<file path="src/rtl/chacha_aead_seq_if.sv">
// Host AAD/payload streams and core-side handshakes of the ChaCha20-Poly1305 message sequencer.
// master is the sequencer; slave is the host/core environment around it.
interface chacha_aead_seq_if;
   logic         h_aad_valid;
   logic [127:0] h_aad_data;
   logic [15:0]  h_aad_keep;
   logic         h_aad_last;
   logic         h_aad_ready;
   logic         h_pld_valid;
   logic [127:0] h_pld_data;
   logic [15:0]  h_pld_keep;
   logic         h_pld_last;
   logic         h_pld_ready;
   logic         cfg_we;
   logic         ks_req;
   logic         ks_valid;
   logic         aad_valid;
   logic [127:0] aad_data;
   logic [15:0]  aad_keep;
   logic         aad_ready;
   logic         aad_done;
   logic         pld_valid;
   logic [127:0] pld_data;
   logic [15:0]  pld_keep;
   logic         pld_ready;
   logic         pld_done;
   logic         len_valid;
   logic [127:0] len_block;
   logic         len_ready;
   logic         lens_done;
   logic [127:0] tag_pre_xor;
   logic         tag_pre_xor_valid;
   logic [127:0] tagmask;
   logic         tagmask_valid;

   modport master (
      input  h_aad_valid, h_aad_data, h_aad_keep, h_aad_last,
      output h_aad_ready,
      input  h_pld_valid, h_pld_data, h_pld_keep, h_pld_last,
      output h_pld_ready,
      output cfg_we, ks_req, aad_valid, aad_data, aad_keep, pld_valid, pld_data, pld_keep,
      output len_valid, len_block,
      input  ks_valid, aad_ready, aad_done, pld_ready, pld_done, len_ready, lens_done,
      input  tag_pre_xor, tag_pre_xor_valid, tagmask, tagmask_valid
   );

   modport slave (
      output h_aad_valid, h_aad_data, h_aad_keep, h_aad_last,
      input  h_aad_ready,
      output h_pld_valid, h_pld_data, h_pld_keep, h_pld_last,
      input  h_pld_ready,
      input  cfg_we, ks_req, aad_valid, aad_data, aad_keep, pld_valid, pld_data, pld_keep,
      input  len_valid, len_block,
      output ks_valid, aad_ready, aad_done, pld_ready, pld_done, len_ready, lens_done,
      output tag_pre_xor, tag_pre_xor_valid, tagmask, tagmask_valid
   );
endinterface

</file>
<file path="src/rtl/chacha_aead_seq.sv">
// Message sequencer for a ChaCha20-Poly1305 core: config, keystream, AAD, payload,
// length block and tag, with a per-state watchdog and abort.
module chacha_aead_seq #(
   parameter int TIMEOUT_CYC = 1024
) (
   input  logic                 clk,
   input  logic                 rst_n,
   input  logic                 start,
   input  logic                 aad_none,
   input  logic                 pld_none,
   input  logic                 abort,
   chacha_aead_seq_if.master    bus,
   output logic [127:0]         tag,
   output logic                 tag_valid,
   output logic                 busy,
   output logic                 done,
   output logic                 err
);
   typedef enum logic [3:0] {
      IDLE, CFG, KS, KS_W, A_GET, A_PUT, A_W, P_GET, P_PUT, P_W, L_PUT, L_W, T_W, FIN
   } state_t;

   typedef struct packed {
      logic busy;
      logic cfg_we;
      logic ks_req;
      logic h_aad_ready;
      logic aad_valid;
      logic h_pld_ready;
      logic pld_valid;
      logic len_valid;
      logic fin;
   } outs_t;

   localparam int WD_W = $clog2(TIMEOUT_CYC + 1);

   state_t          st;
   outs_t           outs;
   logic [WD_W-1:0] wdog;
   logic            skip_aad, skip_pld;
   logic [63:0]     aad_bytes, pld_bytes;
   logic [127:0]    beat_data;
   logic [15:0]     beat_keep;
   logic            beat_last;
   logic            have_pre, have_mask;
   logic [127:0]    pre_q, mask_q;
   logic [127:0]    pre_eff, mask_eff;
   logic            pre_ok, mask_ok;
   logic            leaving, timeout_hit;
   state_t          pld_or_len, ks_next, aw_next, pw_next;

   function automatic outs_t decode(state_t s);
      outs_t o;
      o             = '0;
      o.busy        = (s != IDLE);
      o.cfg_we      = (s == CFG);
      o.ks_req      = (s == KS);
      o.h_aad_ready = (s == A_GET);
      o.aad_valid   = (s == A_PUT);
      o.h_pld_ready = (s == P_GET);
      o.pld_valid   = (s == P_PUT);
      o.len_valid   = (s == L_PUT);
      o.fin         = (s == FIN);
      return o;
   endfunction

   function automatic logic [63:0] popcount16(logic [15:0] k);
      logic [63:0] n;
      n = '0;
      for (int i = 0; i < 16; i++) n = n + 64'(k[i]);
      return n;
   endfunction

   function automatic logic is_wait_state(state_t s);
      return s inside {KS_W, A_PUT, A_W, P_PUT, P_W, L_PUT, L_W, T_W};
   endfunction

   // A tag half that arrived early is replayed from its latch when the other half shows up.
   assign pre_ok   = have_pre | bus.tag_pre_xor_valid;
   assign mask_ok  = have_mask | bus.tagmask_valid;
   assign pre_eff  = have_pre ? pre_q : bus.tag_pre_xor;
   assign mask_eff = have_mask ? mask_q : bus.tagmask;

   always_comb begin
      leaving = 1'b0;
      case (st)
         KS_W:    leaving = bus.ks_valid;
         A_PUT:   leaving = bus.aad_ready;
         A_W:     leaving = bus.aad_done;
         P_PUT:   leaving = bus.pld_ready;
         P_W:     leaving = bus.pld_done;
         L_PUT:   leaving = bus.len_ready;
         L_W:     leaving = bus.lens_done;
         T_W:     leaving = pre_ok & mask_ok;
         default: leaving = 1'b0;
      endcase
      pld_or_len  = skip_pld ? L_PUT : P_GET;
      ks_next     = skip_aad ? pld_or_len : A_GET;
      aw_next     = beat_last ? pld_or_len : A_GET;
      pw_next     = beat_last ? L_PUT : P_GET;
      timeout_hit = is_wait_state(st) && !leaving && (wdog == WD_W'(TIMEOUT_CYC - 1));
   end

   // Beat and tag-half holding registers carry data only and need no reset.
   always_ff @(posedge clk) begin
      if (st == A_GET && bus.h_aad_valid) begin
         beat_data <= bus.h_aad_data;
         beat_keep <= bus.h_aad_keep;
         beat_last <= bus.h_aad_last;
      end else if (st == P_GET && bus.h_pld_valid) begin
         beat_data <= bus.h_pld_data;
         beat_keep <= bus.h_pld_keep;
         beat_last <= bus.h_pld_last;
      end
      if (st == T_W) begin
         pre_q  <= pre_eff;
         mask_q <= mask_eff;
      end
   end

   always_ff @(posedge clk or negedge rst_n) begin
      if (!rst_n) begin
         st        <= IDLE;
         outs      <= '0;
         wdog      <= '0;
         skip_aad  <= 1'b0;
         skip_pld  <= 1'b0;
         aad_bytes <= '0;
         pld_bytes <= '0;
         have_pre  <= 1'b0;
         have_mask <= 1'b0;
         tag       <= '0;
         err       <= 1'b0;
      end else if (abort) begin
         st        <= IDLE;
         outs      <= '0;
         wdog      <= '0;
         have_pre  <= 1'b0;
         have_mask <= 1'b0;
      end else if (timeout_hit) begin
         st        <= IDLE;
         outs      <= '0;
         wdog      <= '0;
         have_pre  <= 1'b0;
         have_mask <= 1'b0;
         err       <= 1'b1;
      end else begin
         outs      <= decode(st);
         wdog      <= (is_wait_state(st) && !leaving) ? wdog + WD_W'(1) : '0;
         have_pre  <= 1'b0;
         have_mask <= 1'b0;
         case (st)
            IDLE: if (start) begin
               st        <= CFG;
               outs      <= decode(CFG);
               aad_bytes <= '0;
               pld_bytes <= '0;
               err       <= 1'b0;
               skip_aad  <= aad_none;
               skip_pld  <= pld_none;
            end
            CFG: begin st <= KS;   outs <= decode(KS);   end
            KS:  begin st <= KS_W; outs <= decode(KS_W); end
            KS_W:  if (leaving) begin st <= ks_next; outs <= decode(ks_next); end
            A_GET: if (bus.h_aad_valid) begin
               st        <= A_PUT;
               outs      <= decode(A_PUT);
               aad_bytes <= aad_bytes + popcount16(bus.h_aad_keep);
            end
            A_PUT: if (leaving) begin st <= A_W;     outs <= decode(A_W);     end
            A_W:   if (leaving) begin st <= aw_next; outs <= decode(aw_next); end
            P_GET: if (bus.h_pld_valid) begin
               st        <= P_PUT;
               outs      <= decode(P_PUT);
               pld_bytes <= pld_bytes + popcount16(bus.h_pld_keep);
            end
            P_PUT: if (leaving) begin st <= P_W;     outs <= decode(P_W);     end
            P_W:   if (leaving) begin st <= pw_next; outs <= decode(pw_next); end
            L_PUT: if (leaving) begin st <= L_W;     outs <= decode(L_W);     end
            L_W:   if (leaving) begin st <= T_W;     outs <= decode(T_W);     end
            T_W: if (leaving) begin
               st   <= FIN;
               outs <= decode(FIN);
               tag  <= pre_eff ^ mask_eff;
            end else begin
               have_pre  <= pre_ok;
               have_mask <= mask_ok;
            end
            FIN:     begin st <= IDLE; outs <= decode(IDLE); end
            default: begin st <= IDLE; outs <= decode(IDLE); end
         endcase
      end
   end

   assign busy            = outs.busy;
   assign done            = outs.fin;
   assign tag_valid       = outs.fin;
   assign bus.cfg_we      = outs.cfg_we;
   assign bus.ks_req      = outs.ks_req;
   assign bus.h_aad_ready = outs.h_aad_ready;
   assign bus.aad_valid   = outs.aad_valid;
   assign bus.h_pld_ready = outs.h_pld_ready;
   assign bus.pld_valid   = outs.pld_valid;
   assign bus.len_valid   = outs.len_valid;
   assign bus.aad_data    = beat_data;
   assign bus.aad_keep    = beat_keep;
   assign bus.pld_data    = beat_data;
   assign bus.pld_keep    = beat_keep;
   assign bus.len_block   = {aad_bytes, pld_bytes};
endmodule
</file>
<file path="src/flat_wrapper.sv">
// flat-port wrapper written by rule: the top's interface ports become plain ports
module chacha_aead_seq_flat 
#(
   parameter int TIMEOUT_CYC = 1024
)
  (clk, rst_n, start, aad_none, pld_none, abort, tag, tag_valid, busy, done, err, bus_h_aad_valid, bus_h_aad_data, bus_h_aad_keep, bus_h_aad_last, bus_h_aad_ready, bus_h_pld_valid, bus_h_pld_data, bus_h_pld_keep, bus_h_pld_last, bus_h_pld_ready, bus_cfg_we, bus_ks_req, bus_aad_valid, bus_aad_data, bus_aad_keep, bus_pld_valid, bus_pld_data, bus_pld_keep, bus_len_valid, bus_len_block, bus_ks_valid, bus_aad_ready, bus_aad_done, bus_pld_ready, bus_pld_done, bus_len_ready, bus_lens_done, bus_tag_pre_xor, bus_tag_pre_xor_valid, bus_tagmask, bus_tagmask_valid);
  chacha_aead_seq_if bus_i ();
  input  logic clk;
  input  logic rst_n;
  input  logic start;
  input  logic aad_none;
  input  logic pld_none;
  input  logic abort;
  output logic [127:0] tag;
  output logic tag_valid;
  output logic busy;
  output logic done;
  output logic err;
  input wire logic [$bits(bus_i.h_aad_valid)-1:0] bus_h_aad_valid;
  input wire logic [$bits(bus_i.h_aad_data)-1:0] bus_h_aad_data;
  input wire logic [$bits(bus_i.h_aad_keep)-1:0] bus_h_aad_keep;
  input wire logic [$bits(bus_i.h_aad_last)-1:0] bus_h_aad_last;
  output wire logic [$bits(bus_i.h_aad_ready)-1:0] bus_h_aad_ready;
  input wire logic [$bits(bus_i.h_pld_valid)-1:0] bus_h_pld_valid;
  input wire logic [$bits(bus_i.h_pld_data)-1:0] bus_h_pld_data;
  input wire logic [$bits(bus_i.h_pld_keep)-1:0] bus_h_pld_keep;
  input wire logic [$bits(bus_i.h_pld_last)-1:0] bus_h_pld_last;
  output wire logic [$bits(bus_i.h_pld_ready)-1:0] bus_h_pld_ready;
  output wire logic [$bits(bus_i.cfg_we)-1:0] bus_cfg_we;
  output wire logic [$bits(bus_i.ks_req)-1:0] bus_ks_req;
  output wire logic [$bits(bus_i.aad_valid)-1:0] bus_aad_valid;
  output wire logic [$bits(bus_i.aad_data)-1:0] bus_aad_data;
  output wire logic [$bits(bus_i.aad_keep)-1:0] bus_aad_keep;
  output wire logic [$bits(bus_i.pld_valid)-1:0] bus_pld_valid;
  output wire logic [$bits(bus_i.pld_data)-1:0] bus_pld_data;
  output wire logic [$bits(bus_i.pld_keep)-1:0] bus_pld_keep;
  output wire logic [$bits(bus_i.len_valid)-1:0] bus_len_valid;
  output wire logic [$bits(bus_i.len_block)-1:0] bus_len_block;
  input wire logic [$bits(bus_i.ks_valid)-1:0] bus_ks_valid;
  input wire logic [$bits(bus_i.aad_ready)-1:0] bus_aad_ready;
  input wire logic [$bits(bus_i.aad_done)-1:0] bus_aad_done;
  input wire logic [$bits(bus_i.pld_ready)-1:0] bus_pld_ready;
  input wire logic [$bits(bus_i.pld_done)-1:0] bus_pld_done;
  input wire logic [$bits(bus_i.len_ready)-1:0] bus_len_ready;
  input wire logic [$bits(bus_i.lens_done)-1:0] bus_lens_done;
  input wire logic [$bits(bus_i.tag_pre_xor)-1:0] bus_tag_pre_xor;
  input wire logic [$bits(bus_i.tag_pre_xor_valid)-1:0] bus_tag_pre_xor_valid;
  input wire logic [$bits(bus_i.tagmask)-1:0] bus_tagmask;
  input wire logic [$bits(bus_i.tagmask_valid)-1:0] bus_tagmask_valid;
  assign bus_i.h_aad_valid = bus_h_aad_valid;
  assign bus_i.h_aad_data = bus_h_aad_data;
  assign bus_i.h_aad_keep = bus_h_aad_keep;
  assign bus_i.h_aad_last = bus_h_aad_last;
  assign bus_h_aad_ready = bus_i.h_aad_ready;
  assign bus_i.h_pld_valid = bus_h_pld_valid;
  assign bus_i.h_pld_data = bus_h_pld_data;
  assign bus_i.h_pld_keep = bus_h_pld_keep;
  assign bus_i.h_pld_last = bus_h_pld_last;
  assign bus_h_pld_ready = bus_i.h_pld_ready;
  assign bus_cfg_we = bus_i.cfg_we;
  assign bus_ks_req = bus_i.ks_req;
  assign bus_aad_valid = bus_i.aad_valid;
  assign bus_aad_data = bus_i.aad_data;
  assign bus_aad_keep = bus_i.aad_keep;
  assign bus_pld_valid = bus_i.pld_valid;
  assign bus_pld_data = bus_i.pld_data;
  assign bus_pld_keep = bus_i.pld_keep;
  assign bus_len_valid = bus_i.len_valid;
  assign bus_len_block = bus_i.len_block;
  assign bus_i.ks_valid = bus_ks_valid;
  assign bus_i.aad_ready = bus_aad_ready;
  assign bus_i.aad_done = bus_aad_done;
  assign bus_i.pld_ready = bus_pld_ready;
  assign bus_i.pld_done = bus_pld_done;
  assign bus_i.len_ready = bus_len_ready;
  assign bus_i.lens_done = bus_lens_done;
  assign bus_i.tag_pre_xor = bus_tag_pre_xor;
  assign bus_i.tag_pre_xor_valid = bus_tag_pre_xor_valid;
  assign bus_i.tagmask = bus_tagmask;
  assign bus_i.tagmask_valid = bus_tagmask_valid;
  chacha_aead_seq #(.TIMEOUT_CYC(TIMEOUT_CYC)) u_core (.clk(clk), .rst_n(rst_n), .start(start), .aad_none(aad_none), .pld_none(pld_none), .abort(abort), .bus(bus_i), .tag(tag), .tag_valid(tag_valid), .busy(busy), .done(done), .err(err));
endmodule
</file>
<file path="config.mk">
export PLATFORM = sky130hd
export DESIGN_NAME = chacha_aead_seq_flat
export DESIGN_NICKNAME = d
export VERILOG_FILES = /design/src/rtl/chacha_aead_seq_if.sv /design/src/rtl/chacha_aead_seq.sv /design/src/flat_wrapper.sv
export SDC_FILE = /design/constraint.sdc
export NUM_CORES = 1
export LEC_CHECK = 0
export CORE_AREA = 3 3 440 442
export CTS_CLUSTER_SIZE = 24
export DETAILED_ROUTE_END_ITERATION = 12
export DIE_AREA = 0 0 443 445
export GPL_TIMING_DRIVEN = 0
export PLACE_DENSITY_LB_ADDON = 0.1
export SKIP_CTS_REPAIR_TIMING = 1
export SLEW_MARGIN = 20
export SYNTH_ARGS = -nofsm -noshare
export SYNTH_HDL_FRONTEND = slang
export SYNTH_SLANG_ARGS = --single-unit
</file>
<file path="constraint.sdc">
create_clock -name clk -period 11.5 [get_ports clk]
set_clock_uncertainty 0.2 [all_clocks]
set_input_delay 2.3 -clock clk [delete_from_list [all_inputs] [get_ports clk]]
set_output_delay 2.3 -clock clk [all_outputs]
set_load 0.02 [all_outputs]
</file>
Yosys cells after proc, flatten, opt, wreduce, memory -nomap -nowiden
Cells that the tools add are included.

word-level totals
  bits in registers = 686
  output and inout port bits = 555
  word-level logic and storage cells = 197

operators by class
  $add $sub $neg = 33
  equal/unequal tests = 52
  multiplexer cells = 60
  bitwise gates (word level) = 6
  reduce and logical (&&, ||, !) cells = 22

operators by type and width
  kind                     count
  $add A64 B1 Y64          28
  $mux W128                4
  $pmux W64 S2             2
  $mux W64                 3
  $add A64 B64 Y64         2
  $xor A128 B128 Y128      1
  $mux W9                  13
  $pmux W9 S13             1
  $mux W4                  17
  $eq A4 B4 Y1 const B     15
  $eq A4 B3 Y1 const B     13
  $pmux W4 S13             1
  $mux W11                 3
  $mux W16                 2
  $ne A4 B2 Y1 const B     8
  $eq A4 B2 Y1 const B     5
  $eq A4 B1 Y1 const B     4
  $reduce_bool A4 Y1       4
  $mux W1                  13
  $ne A4 B3 Y1 const B     3
  $add A11 B1 Y11 const B  1
  $eq A11 B10 Y1 const B   1
  $reduce_and A11 Y1       1
  $reduce_and A5 Y1        2
  13 further kinds         26

Longest topological paths before layout
Gate-level depths: netlist of the first run.

  depth in word-level cells = 18
  gate-level depth with buffers = 18

Worst setup path before layout of the first run
OpenSTA, ideal clock, no wires.

  path kind = register -> register
  start = reg u_core.st[0]
  end = reg u_core.mask_q[0] (enable)
  arrival = 11,505 ps
  required time = 10,422 ps
  slack = -1,083 ps
  cell stages (with the launch flop) = 4
  buffers on the path = 1
  cell sequence = dfrtp_1 -> or2_2 -> clkbuf_1 -> nor2_1

on the way
  word-level cells in the longest chain between the ends = 1

ends and longest elaborated chain
  element                   line                    source
  start: declaration        chacha_aead_seq.sv:37   state_t st;
  start signal: assignment  chacha_aead_seq.sv:164  KS_W: if (leaving) begin st <= ks_next; outs <= decode(ks_next); end
  start signal: assignment  chacha_aead_seq.sv:171  A_W: if (leaving) begin st <= aw_next; outs <= decode(aw_next); end
  start signal: assignment  chacha_aead_seq.sv:178  P_W: if (leaving) begin st <= pw_next; outs <= decode(pw_next); end
  $eq A4 B4 Y1              chacha_aead_seq.sv:115  if (st == T_W) begin
  end signal: assignment    chacha_aead_seq.sv:117  mask_q <= mask_eff;
  end: declaration          chacha_aead_seq.sv:46   logic [127:0] pre_q, mask_q;

No other way between the ends.
A chain may end at the register's enable or synchronous reset.

Final worst setup path of the first run
  start = in bus_h_pld_keep[1]
  end = reg u_core.pld_bytes[32]

on the way
  word-level cells in the longest chain between the ends = 18

ends and longest elaborated chain
  element                        line                    source
  start: declaration             flat_wrapper.sv:26      input wire logic [$bits(bus_i.h_pld_keep)-1:0] bus_h_pld_keep;
  $add A1 B1 Y2                  chacha_aead_seq.sv:70   for (int i = 0; i < 16; i++) n = n + 64'(k[i]);
  $add A64 B1 Y64 (14 in a row)  chacha_aead_seq.sv:70
  $add A64 B64 Y64               chacha_aead_seq.sv:175  pld_bytes <= pld_bytes + popcount16(bus.h_pld_keep);
  $mux W64                       chacha_aead_seq.sv:172  P_GET: if (bus.h_pld_valid) begin
  $pmux W64 S2                   chacha_aead_seq.sv:152  case (st)
  end signal: assignment         chacha_aead_seq.sv:175
  end: declaration               chacha_aead_seq.sv:41   logic [63:0] aad_bytes, pld_bytes;

No other way between the ends. The select of a mux whose other input is x is not followed.

==> results of run 1 <==
[registers in the layout (all words and copies together) (netlist names), 4 cells and up]
register,flops
u_core.pre_q,128
u_core.mask_q,128
u_core.aad_bytes,64
u_core.bus.aad_keep,16
u_core.st,4
u_core.wdog,11
u_core.bus.aad_data,128
u_core.tag,128
u_core.pld_bytes,64
[routing by layer]
metal	routed length, um	up-vias	track usage [%]
met3	12810	301	5.412
met2	104100	889	35.81
met1	78100	13033	22.46
met4	6064	22	5.569
met5	139	-	0
li1	-	11440	-
[where the power goes]
group	switching, W	total, W	internal (W)
clock network	0.00127	0.00311	0.00184
logic	0.000544	0.00103	0.000487
registers	0.0000547	0.00272	0.00266
total	0.00187	0.00686	0.00499
[cell usage in the layout (no fill, tap or decap), types with 55 or more instances in the layout]
cell type	instances
edfxtp_1	401
xor2_1	149
dfrtp_1	285
buf_4	145
mux2_2	520
nand2_1	101
clkdlybuf4s50_1	1116
nand3_1	55
nor2_1	116
clkbuf_1	112
inv_1	76
xnor2_1	60
clkbuf_16	104
[how the worst max path moves through the flow]
stage,start,end,cells past startpoint,slack (ps)
finish,bus_h_pld_keep[1],u_core.pld_bytes[32],17,3860
CTS,bus_h_pld_keep[1],u_core.pld_bytes[52],19,3910
floorplan,u_core.st[0],u_core.mask_q[0],3,3280
detailed placement,bus_h_pld_keep[1],u_core.pld_bytes[52],19,3120
global route,bus_h_pld_keep[1],u_core.pld_bytes[32],17,3590
global placement,rst_n,u_core.pld_bytes[36],1,-8890
[cells by family after synthesis]
family	after synthesis	synth area share [%]
xor gates and xnor gates	209	5.496
muxes	530	17.88
DFF	686	57.57
adders and majority gates	53	2.487
buffers and inverters	326	5.323
and+or+nand+nor	499	7.693
AOI/OAI and AO/OA	183	3.554
[worst max-delay path, delay by kind of cell]
family,cells,cell delay [ps]
fa+ha+maj,7,2790
compound gates,4,1590
simple gates,2,710
buf+inv,4,640
[layout make-up]
class	instances	area (um2)	share of cell area [%]
buffer	249	1489	2.895
multi-input combinational	1474	12380	24.07
clock inverter	30	270.3	0.5254
tap	2511	3142	6.108
sequential	686	19170	37.28
antenna	18	45.04	0.08757
clock buffer	153	2977	5.787
inverter	77	289.0	0.5619
timing repair buffer	1137	11670	22.69
[stage by stage]
stage,TNS (ps),hold slack (ps),worst slack [ps],instances
2_1_floorplan,0,267.9,3279,2486
3_3_place_gp,-3062590,289.7,-8891,6114
3_5_place_dp,0,294.9,3117,6134
4_1_cts,0,308.2,3910,6317
5_1_grt,0,313.5,3589,6322
6_report,0,302.4,3859,6335
==> metrics.txt, run 1 <==
Synth Flop Type edfxtp_1; Slowest cell on crit path a2111oi_0; share of layout cells above drive strength 1 22.46%; Arr. time, crit path 8060 ps; Tcrit/Tclk final 66.45%; fraction of the yosys area taken by sequential cells 57.57%; initial antenna violation count 96; Crit path required time 11920 ps; Final Util 27.07%; via count 25685; CTS tree done; R2R Setup Slk 5740 ps; largest net degree at the start of global routing 67; row count 160; FF-to-FF Start u_core.pld_bytes[0]; WL final 201200 um; IO Port Bufs 1117; first-pass GRT wire length 260200 um; Max clock buf depth 3; GP Congestion 0.9940; Post-DP HPWL 166800 um; Power Density 133.4 nW/um2; worst-margin pin slew 1093 ps; global route overflow 0; worst hold path class reg2reg; hold path cells 1; Clk pin slew, worst setup/hold paths 60 ps; Rel. slew slack 27.10%; dpl cell area 48140 um2; top cell type's share of synthesized area 36.15%; ANT nets after route 0; top-level I/O count 1118; final setup fails 0; Setup CP Type in2reg; H-tree levels 3; vias in the first global route 25971; CTS Buf Count 98; most area-consuming cells after synthesis edfxtp_1 (36%), dfrtp_1 (21%), mux2_2 (18%); clock sink count 686; Final Cell Area 51440 um2; Final nets 4339; Post-synth ARST share 41.55%; min Tclk post-route 7641 ps; max cap viols 0; Ys Warns 0; Core Area 190000 um2; mapped cell area 33310 um2; DR pass1 iterations 5; RSZ-0062 raised after global routing false; Mapped Cells 2486; DIE HEIGHT 445 um; Pins Over Slew Limit 0; most common cell in the netlist mux2_2; Crit Path Max Fanout 5; Filler Cells Inserted 19781; max incr delay on CP 880 ps; FF-to-FF path depth 15; Design Power 0.006862 W; run status finished clean; Hold Vio Cnt, Final 0; Netlist cell types 68; syn nets 3102; number of synthesized flops with an enable pin 401; clock root cell clkbuf_16; worst r2r dst u_core.pld_bytes[32]; Synth area leader edfxtp_1; routed length per instance 31.76 um; Critical Path Start Type input pin; CP endpoint kind flip-flop; FF+latch count, synth 686; total track usage 19.70%; Synth Area per Inst 13.40 um2; Hold Startpoint u_core.tag[92]; die width 443 um; cell chain of the critical path clkdlybuf4s50_1 -> ha_1 -> inv_1 -> fa_1 -> fa_1 -> fa_1 -> fa_1 -> inv_1 -> ha_1 -> inv_1 -> fa_1 -> nor2b_1 -> o31a_1 -> o21ai_0 -> a2111oi_0 -> or3b_2 -> a21oi_1; Worst Hold Path EP u_core.tag[92]; Vias/cell 4.054; drt drc 0; most frequent CP cell fa_1; Layout area overhead 54.43%; initial core utilization 17.53%; clk_lat worst skew 700 ps; die area 197100 um2; number of DRC markers in iteration 0 1811; Worst IR Drop VDD 0.1031 mV; Lkg Pwr 19.11 nW; Fmax 0.1309 GHz; synth cell count leaders mux2_2 (520), edfxtp_1 (401), dfrtp_1 (285), xor2_1 (149), buf_4 (145)
No activity file was read; power rests on OpenSTA's default activity.
==> run 2: changes to the inputs <==
clock period = 6.1 ns   (was 11.5 ns; I/O delays follow)
==> metrics.txt, run 2 (synthesized netlist as in run 1, its figures left out) <==
Power Density 246.7 nW/um2 (+85%); final setup fails 0 (unchanged); Crit Path Max Fanout 10 (+5); CTS tree done; placed instance count 6137 (+0.049%); Clk pin slew, worst setup/hold paths 50 ps (about the same); Psw 0.003493 W (+87%); clk_lat worst skew 730 ps (+30 ps); cell chain of the critical path clkdlybuf4s50_1 -> ha_1 -> inv_1 -> fa_1 -> fa_1 -> fa_1 -> fa_1 -> inv_1 -> ha_1 -> inv_1 -> fa_1 -> nor2b_2 -> o31a_1 -> o21a_4 -> o21ai_0 -> buf_2 -> buf_2 -> o41ai_1 -> a21oi_1; Final Util 27.07% (unchanged); leading cell type in the layout, fill and taps excluded clkdlybuf4s50_1; WL final 193600 um (-3.8%); die area 197100 um2 (unchanged); largest net degree at the start of global routing 80 (+19%); crit path buf inv count 6 (+2); worst-margin pin slew 1138 ps (+44.44 ps); max cap viols 0 (unchanged); Setup CP Type in2reg; total track usage 18.93% (-0.77 points); drt drc 0 (unchanged); IO Port Bufs 1117 (unchanged); Tcrit/Tclk final 98.51%; Crit path required time 6480 ps (-5440 ps); H-tree levels 3 (unchanged); clock root cell clkbuf_16; Rel. slew slack 24.14% (-3.0 points); max incr delay on CP 540 ps (-340 ps); Internal 0.009196 W (+84%); initial core utilization 17.53% (unchanged); routed length per instance 30.54 um (-3.8%); Logic pwr share 15.3% (+0.3 points); RSZ-0062 raised after global routing true; clock sink count 686 (unchanged); register share of total power 40.3% (+0.7 points); Layout area overhead 54.43% (unchanged); CTS Buf Count 98 (unchanged); number of DRC markers in iteration 0 1435 (-21%); Arr. time, crit path 6390 ps (-1670 ps); die width 443 um (unchanged); run status finished clean; DIE HEIGHT 445 um (unchanged); global route overflow 0 (unchanged); DR pass1 iterations 5 (unchanged); Layout Cells excl Fill 6339 (+0.063%); ANT nets after route 0 (unchanged); top-level I/O count 1118 (unchanged); Slowest cell on crit path fa_1; Lkg Pwr 19.07 nW (-0.19%); Critical Path Start Type input pin; vias in the first global route 25741 (-0.89%); family with the most delay on the worst path adder cells; Core Area 190000 um2 (unchanged); Vias/cell 4.047 (-0.18%); Switching Share 27.53% (+0.29 points); Final nets 4343 (+0.092%); most frequent cells in the layout clkdlybuf4s50_1 (1116), mux2_2 (520), edfxtp_1 (401), dfrtp_1 (285), xor2_1 (149); CP endpoint kind flip-flop; worst hold path class in2async; initial antenna violation count 96 (unchanged); Fmax 0.1664 GHz; min Tclk post-route 6009 ps; via count 25655 (-0.12%); clock share of power 44.4% (-1.0 points); setup TNS 0 ps (unchanged); Pins Over Slew Limit 0 (unchanged); Hold Vio Cnt, Final 0 (unchanged); Max clock buf depth 3 (unchanged); Design Power 0.01269 W (+85%); GP Congestion 0.9838 (-1.0%); Worst IR Drop VDD 0.2079 mV (+100%); row count 160 (unchanged); first-pass GRT wire length 251800 um (-3.2%); Post-DP HPWL 159600 um (-4.3%); most frequent CP cell fa_1; share of layout cells above drive strength 1 22.58% (+0.12 points)
==> run 2: changes by cell type in the layout (fill, tap and decap cells not counted), sizes merged <==
cell,previous run,this run
clkbuf,238,232
clkinvlp,1,2
buf,185,193
inv,81,79
diode,18,20
bufinv,3,2
clkinv,22,24
==> run 2: worst paths after layout <==
path                                     start              endpoint  slack (ps)  cells past startpoint
min in group clk                u_core.tag[59]        u_core.tag[59]         300                      1
max in group asynchronous                rst_n  u_core.pld_bytes[21]        4350                      3
min reg2reg                     u_core.tag[59]        u_core.tag[59]         300                      1
max                          bus_h_pld_keep[1]  u_core.pld_bytes[52]          90                     19
min                                      rst_n        u_core.tag[19]         180                      1
max reg2reg                u_core.pld_bytes[0]  u_core.pld_bytes[52]         850                     17
==> run 2: area by class of cell <==
class                   instances  area, um2
diodes                         20      50.05
plain buffers                 248       1488
clock buffers                 151       2803
clock inverters                30      294.0
fillers                     19769     138500
inverters                      77      289.0
multi-input cells            1474      12420
flip-flops and latches        686      19170
well taps                    2511       3142
repair buffers               1142      11770
==> run 2: power by group through the flow <==
stage	registers [W]	clock network (W)	logic [W]
5_1_grt	0.00512	0.00605	0.00210
2_1_floorplan	0.00524	0	0.000862
3_5_place_dp	0.00521	0	0.00194
3_3_place_gp	0.00523	0	0.00194
6_report	0.00512	0.00563	0.00194
4_1_cts	0.00512	0.00589	0.00196
==> run 2: per-layer routing <==
layer / track usage (%) / vias up / routed length, um / part of all wire (%)
met2: 33.66 / 934 / 98950 / 51
met5: 0 / - / 174 / 0.090
met3: 5.617 / 302 / 13460 / 7.0
li1: - / 11450 / - / -
met4: 5.735 / 26 / 6364 / 3.3
met1: 21.77 / 12943 / 74640 / 39
==> run 2: worst reg2reg max path, cell delays in order, from the launching register on <==
cell     delay [ps]
dfrtp_1         460
fa_1            560
inv_1            60
fa_1            480
fa_1            520
fa_1            420
inv_1            70
ha_1            190
inv_1            70
fa_1            400
nor2b_2         190
o31a_1          220
o21a_4          210
o21ai_0         110
buf_2           270
buf_2           230
o41ai_1         360
a21oi_1         100
==> run 2: metrics by stage <==
stage,instance area [um2],hold slack (ps),setup WS [ps]
after global placement,47640,290.3,-13250
after CTS,51330,79.44,-291.4
after detailed placement,48230,294.2,-1136
after floorplan,33310,267.9,76.06
after global routing,51400,104.9,-73.08
final,51440,178.0,90.62
==> run 3: changes to the inputs <==
SETUP_SLACK_MARGIN = 0.1   (was unset)
clock period = 5.15 ns   (was 6.1 ns; I/O delays follow)
==> metrics.txt, run 3 (synthesized netlist as in run 1, its figures left out) <==
first-pass GRT wire length 258500 um (+2.7%); Final Util 27.71% (+0.64 points); final setup fails 16 (+16); Place WS -1545 ps (-409.0 ps); RSZ-0062 raised after global routing true; Worst IR Drop VDD 0.2201 mV (+5.9%); Rel. slew slack 16.04% (-8.1 points); Core Area 190000 um2 (unchanged); worst hold path class reg2reg; ANT nets after route 0 (unchanged); largest net degree at the start of global routing 74 (-7.5%); Vias/cell 4.063 (+0.38%); Filler Cells Inserted 19680 (-0.45%); Pins Over Slew Limit 0 (unchanged); violations in the final reports setup timing; Tcrit/Tclk final 104.1%; PnR worst setup slack -212.7 ps (-303.3 ps); clk_lat worst skew 720 ps (about the same); clock root cell clkbuf_16; leading cell type in the layout, fill and taps excluded clkdlybuf4s50_1; Crit Path Max Fanout 7 (-3); total track usage 19.51% (+0.58 points); Post-DP HPWL 163800 um (+2.7%); CTS tree done; Final nets 4368 (+0.58%); initial antenna violation count 111 (+16%); most frequent CP cell fa_1; drt drc 0 (unchanged); Power Density 297.1 nW/um2 (+20%); dpl cell area 48600 um2 (+0.78%); Fmax 0.1865 GHz; IO Port Bufs 1117 (unchanged); Layout area overhead 58.07%; area of the multi-input gates 13030 um2 (+4.9%); Lkg Pwr 19.82 nW (+3.9%); metal3 WL 13130 um (-2.5%); crit path buf inv count 5 (-1); initial core utilization 17.53% (unchanged); H-tree levels 3 (unchanged); CP endpoint kind flip-flop; die area 197100 um2 (unchanged); Slowest cell on crit path fa_1; Arr. time, crit path 5810 ps (-580 ps); Seq. cell area 19170 um2 (unchanged); met1 wire length 76950 um (+3.1%); top-level I/O count 1118 (unchanged); DR pass1 iterations 5 (unchanged); placed instance count 6136 (-0.016%); metal2 WL 101200 um (+2.3%); DIE HEIGHT 445 um (unchanged); clock sink count 686 (unchanged); share of layout cells above drive strength 1 25.65% (+3.1 points); top sig layer met5; Max clock buf depth 3 (unchanged); GP Congestion 0.9696 (-1.4%); max incr delay on CP 580 ps (+40 ps); Hold Vio Cnt, Final 0 (unchanged); die width 443 um (unchanged); routed length per instance 31.35 um (+2.7%); Critical Path Start Type input pin; Crit path required time 5590 ps (-890 ps); row count 160 (unchanged); vias in the first global route 26213 (+1.8%); max cap viols 0 (unchanged); WL final 199500 um (+3.0%); most frequent cells in the layout clkdlybuf4s50_1 (1098), mux2_2 (520), edfxtp_1 (401), dfrtp_1 (285), buf_4 (157); global route overflow 0 (unchanged); CTS Buf Count 97 (-1.0%); Setup CP Type in2reg; cell chain of the critical path buf_8 -> ha_4 -> inv_2 -> fa_1 -> fa_1 -> fa_1 -> fa_1 -> inv_2 -> ha_4 -> inv_2 -> fa_2 -> nor2b_4 -> o31a_4 -> o211ai_1 -> or4_4 -> buf_6 -> or4_1 -> nand2_1; min Tclk post-route 5363 ps; Clk pin slew, worst setup/hold paths 50 ps (about the same); worst-margin pin slew 1257 ps (+119.3 ps); number of DRC markers in iteration 0 1584 (+10%); run status complete, but fails checks; worst hold margin 303.3 ps (+125.4 ps); Final Cell Area 52650 um2 (+2.4%); family with the most delay on the worst path adder cells; via count 25851 (+0.76%); Layout Cells excl Fill 6363 (+0.38%)
[run 3: cell count changes in the layout (fill, tap and decap cells not counted), sizes merged]
cell,before,now
buf,193,221
bufinv,2,9
clkbuf,232,234
clkdlybuf4s50,1116,1098
clkinv,24,18
clkinvlp,2,0
diode,20,19
dlygate4sd3,0,1
dlymetal6s2s,0,14
inv,79,78
[run 3: area by class of cell]
class	instances	share of cell area [%]
Antenna cell	19	0.09031
Buffer	249	2.973
Clock buffer	152	5.561
Clock inverter	28	0.7130
Inverter	77	0.5490
Multi-Input combinational cell	1474	24.74
Sequential cell	686	36.42
Tap cell	2511	5.968
Timing Repair Buffer	1167	22.98
[run 3: power breakdown]
group / switching (W) / internal (W) / total [W] / leakage [nW]
clock: 0.00280 / 0.00433 / 0.00712 / 1.62
combinational: 0.00126 / 0.00119 / 0.00245 / 10.7
sequential: 0.000119 / 0.00595 / 0.00607 / 7.55
[run 3: path summary, 6_finish.rpt]
check	from	to	slack (ps)	depth (start not counted)
max	bus_h_aad_keep[1]	u_core.aad_bytes[46]	-210	18
min	u_core.tag[77]	u_core.tag[77]	300	1
max reg2reg	u_core.aad_bytes[0]	u_core.aad_bytes[46]	40	16
min reg2reg	u_core.tag[77]	u_core.tag[77]	300	1
max in group asynchronous	rst_n	u_core.pld_bytes[31]	2960	4
min in group asynchronous	rst_n	u_core.tag[24]	640	2
[run 3: worst register-to-register path: stages (launching register included)]
cell      delay [ps]
dfrtp_1          450
fa_1             550
inv_1             50
fa_1             470
fa_1             510
fa_1             430
inv_2             90
ha_4             140
inv_2             30
fa_2             360
nor2b_4          160
o31a_4           210
o211ai_1         170
or4_4            550
buf_6            150
or4_1            460
nand2_1           70
[run 3: metrics by stage]
stage                     TNS [ps]  power [W]
after detailed placement   -131490   0.008537
after floorplan             -16960   0.007271
after global placement    -5244310   0.008556
after CTS                   -38280    0.01588
final                        -1254    0.01564
after global routing         -3642    0.01632
[run 3: routing by layer]
layer	global-route usage (%)	vias to the layer above
met3	5.529	337
li1	-	11489
met4	6.816	30
met1	22.38	13079
met5	0	-
met2	34.54	916
==> patch, RTL diff (settings of run 1) <==
`TIMEOUT_CYC` is set to 1024 in 2 places; all go to 256.
--- a/src/rtl/chacha_aead_seq.sv
+++ b/src/rtl/chacha_aead_seq.sv
@@ -3,3 +3,3 @@
 module chacha_aead_seq #(
-   parameter int TIMEOUT_CYC = 1024
+   parameter int TIMEOUT_CYC = 256
 ) (
--- a/src/flat_wrapper.sv
+++ b/src/flat_wrapper.sv
@@ -3,3 +3,3 @@
 #(
-   parameter int TIMEOUT_CYC = 1024
+   parameter int TIMEOUT_CYC = 256
 )
Check against the original RTL: not settled (the Yosys comparison gave no result); the edit may change what the design does.
==> patch against run 1 <==
Wire length is 10% lower; final area fell by 0.83%; power is 4.5% lower; area after synthesis down 0.75%; via count fell by 3.1%; sequential power shrank 3%; setup slack lost 260 ps; sequential cell count decreased by 2; final cell count shrank 0.95%; critical path type unchanged; highest routed layer unchanged.
==> patch: results (changes against run 1) <==
Clock-cell share: 0.0627 (-0.000427)
mux contribution to synthesized area: 0.179 (+0.000407)
initial antenna violation count: 84 (-13%)
Area Overhead vs Synth: 54.3% (about the same)
ranking of synthesized cells by area: edfxtp_1 36%, dfrtp_1 21%, mux2_2 18%, xor2_1 4.2%, buf_4 3.3%
Worst EP required: 11850 ps (-70 ps)
flop2flop setup slack: 5430 ps (-310 ps)
Reg2Reg Depth: 17 (+2)
Worst Hold Path EP: u_core.wdog[0]$_DFF_PN0_
Synth Area in Adders: 0.0254 (+0.000567)
fraction of layout cells with a size suffix above 1: 0.231 (+0.00658)
Placed Instances: 6072 (-1.0%)
largest net degree at the start of global routing: 70 (+4.5%)
Data buffer area share: 0.256 (about the same)
Rel. slew slack: 0.194 (-0.0765)
Compound-Gate Fraction of Synth Area: 0.0338 (-0.00170)
Clock power frac: 0.471 (+0.017)
number of antenna cells inserted: 23 (+5)
sequential cell count: 684 (-0.29%)
Iter 0 DRT Violations: 1411 (-22%)
ys async rst share: 0.414 (-0.00171)
XOR/XNOR share of the synthesized area: 0.0556 (+0.000681)
Slowest-stage cell, CP: a21boi_1
nonclk buf count: 1379 (-0.51%)
non-clock inverter count: 79 (+2.6%)
crit-path max cell delay: 630 ps (-250 ps)
GRT Total Usage: 0.177 (-0.0203)
vias in the first global route: 25300 (-2.6%)
status: finished clean
most instantiated cells after synthesis: 519 x mux2_2, 401 x edfxtp_1, 283 x dfrtp_1, 157 x xor2_1, 145 x buf_4
patch: cell types whose count changed after synthesis, sizes merged, moves of 11 or more:
cell	run 1	this run
buf	164	178
clkbuf	85	70
nand2	102	79
nand4	39	28
nor3	42	24
o21ai	47	60
or3	25	38
patch: through the flow:
stage	util	worst slack, ps	hold slack (ps)
after floorplan	-	4670	248
after global placement	0.249	-8600	288
after detailed placement	0.251	2850	286
after CTS	0.268	3650	297
after global routing	0.268	3280	313
final	0.268	3600	291
patch: layer usage:
layer  wire length, um  GRT usage  share of wire
met1             71500      0.207           0.40
met3             13600     0.0581          0.075
met4              3650     0.0383          0.020
met2             91800      0.312           0.51
met5               101          0        0.00056
patch: worst register-to-register path, delay by kind of cell, from the launching register on:
family,cells,cell delay (ps)
simple gates,1,250
buf+inv,5,880
flops,1,470
compound gates,5,1550
fa+ha+maj,6,2540
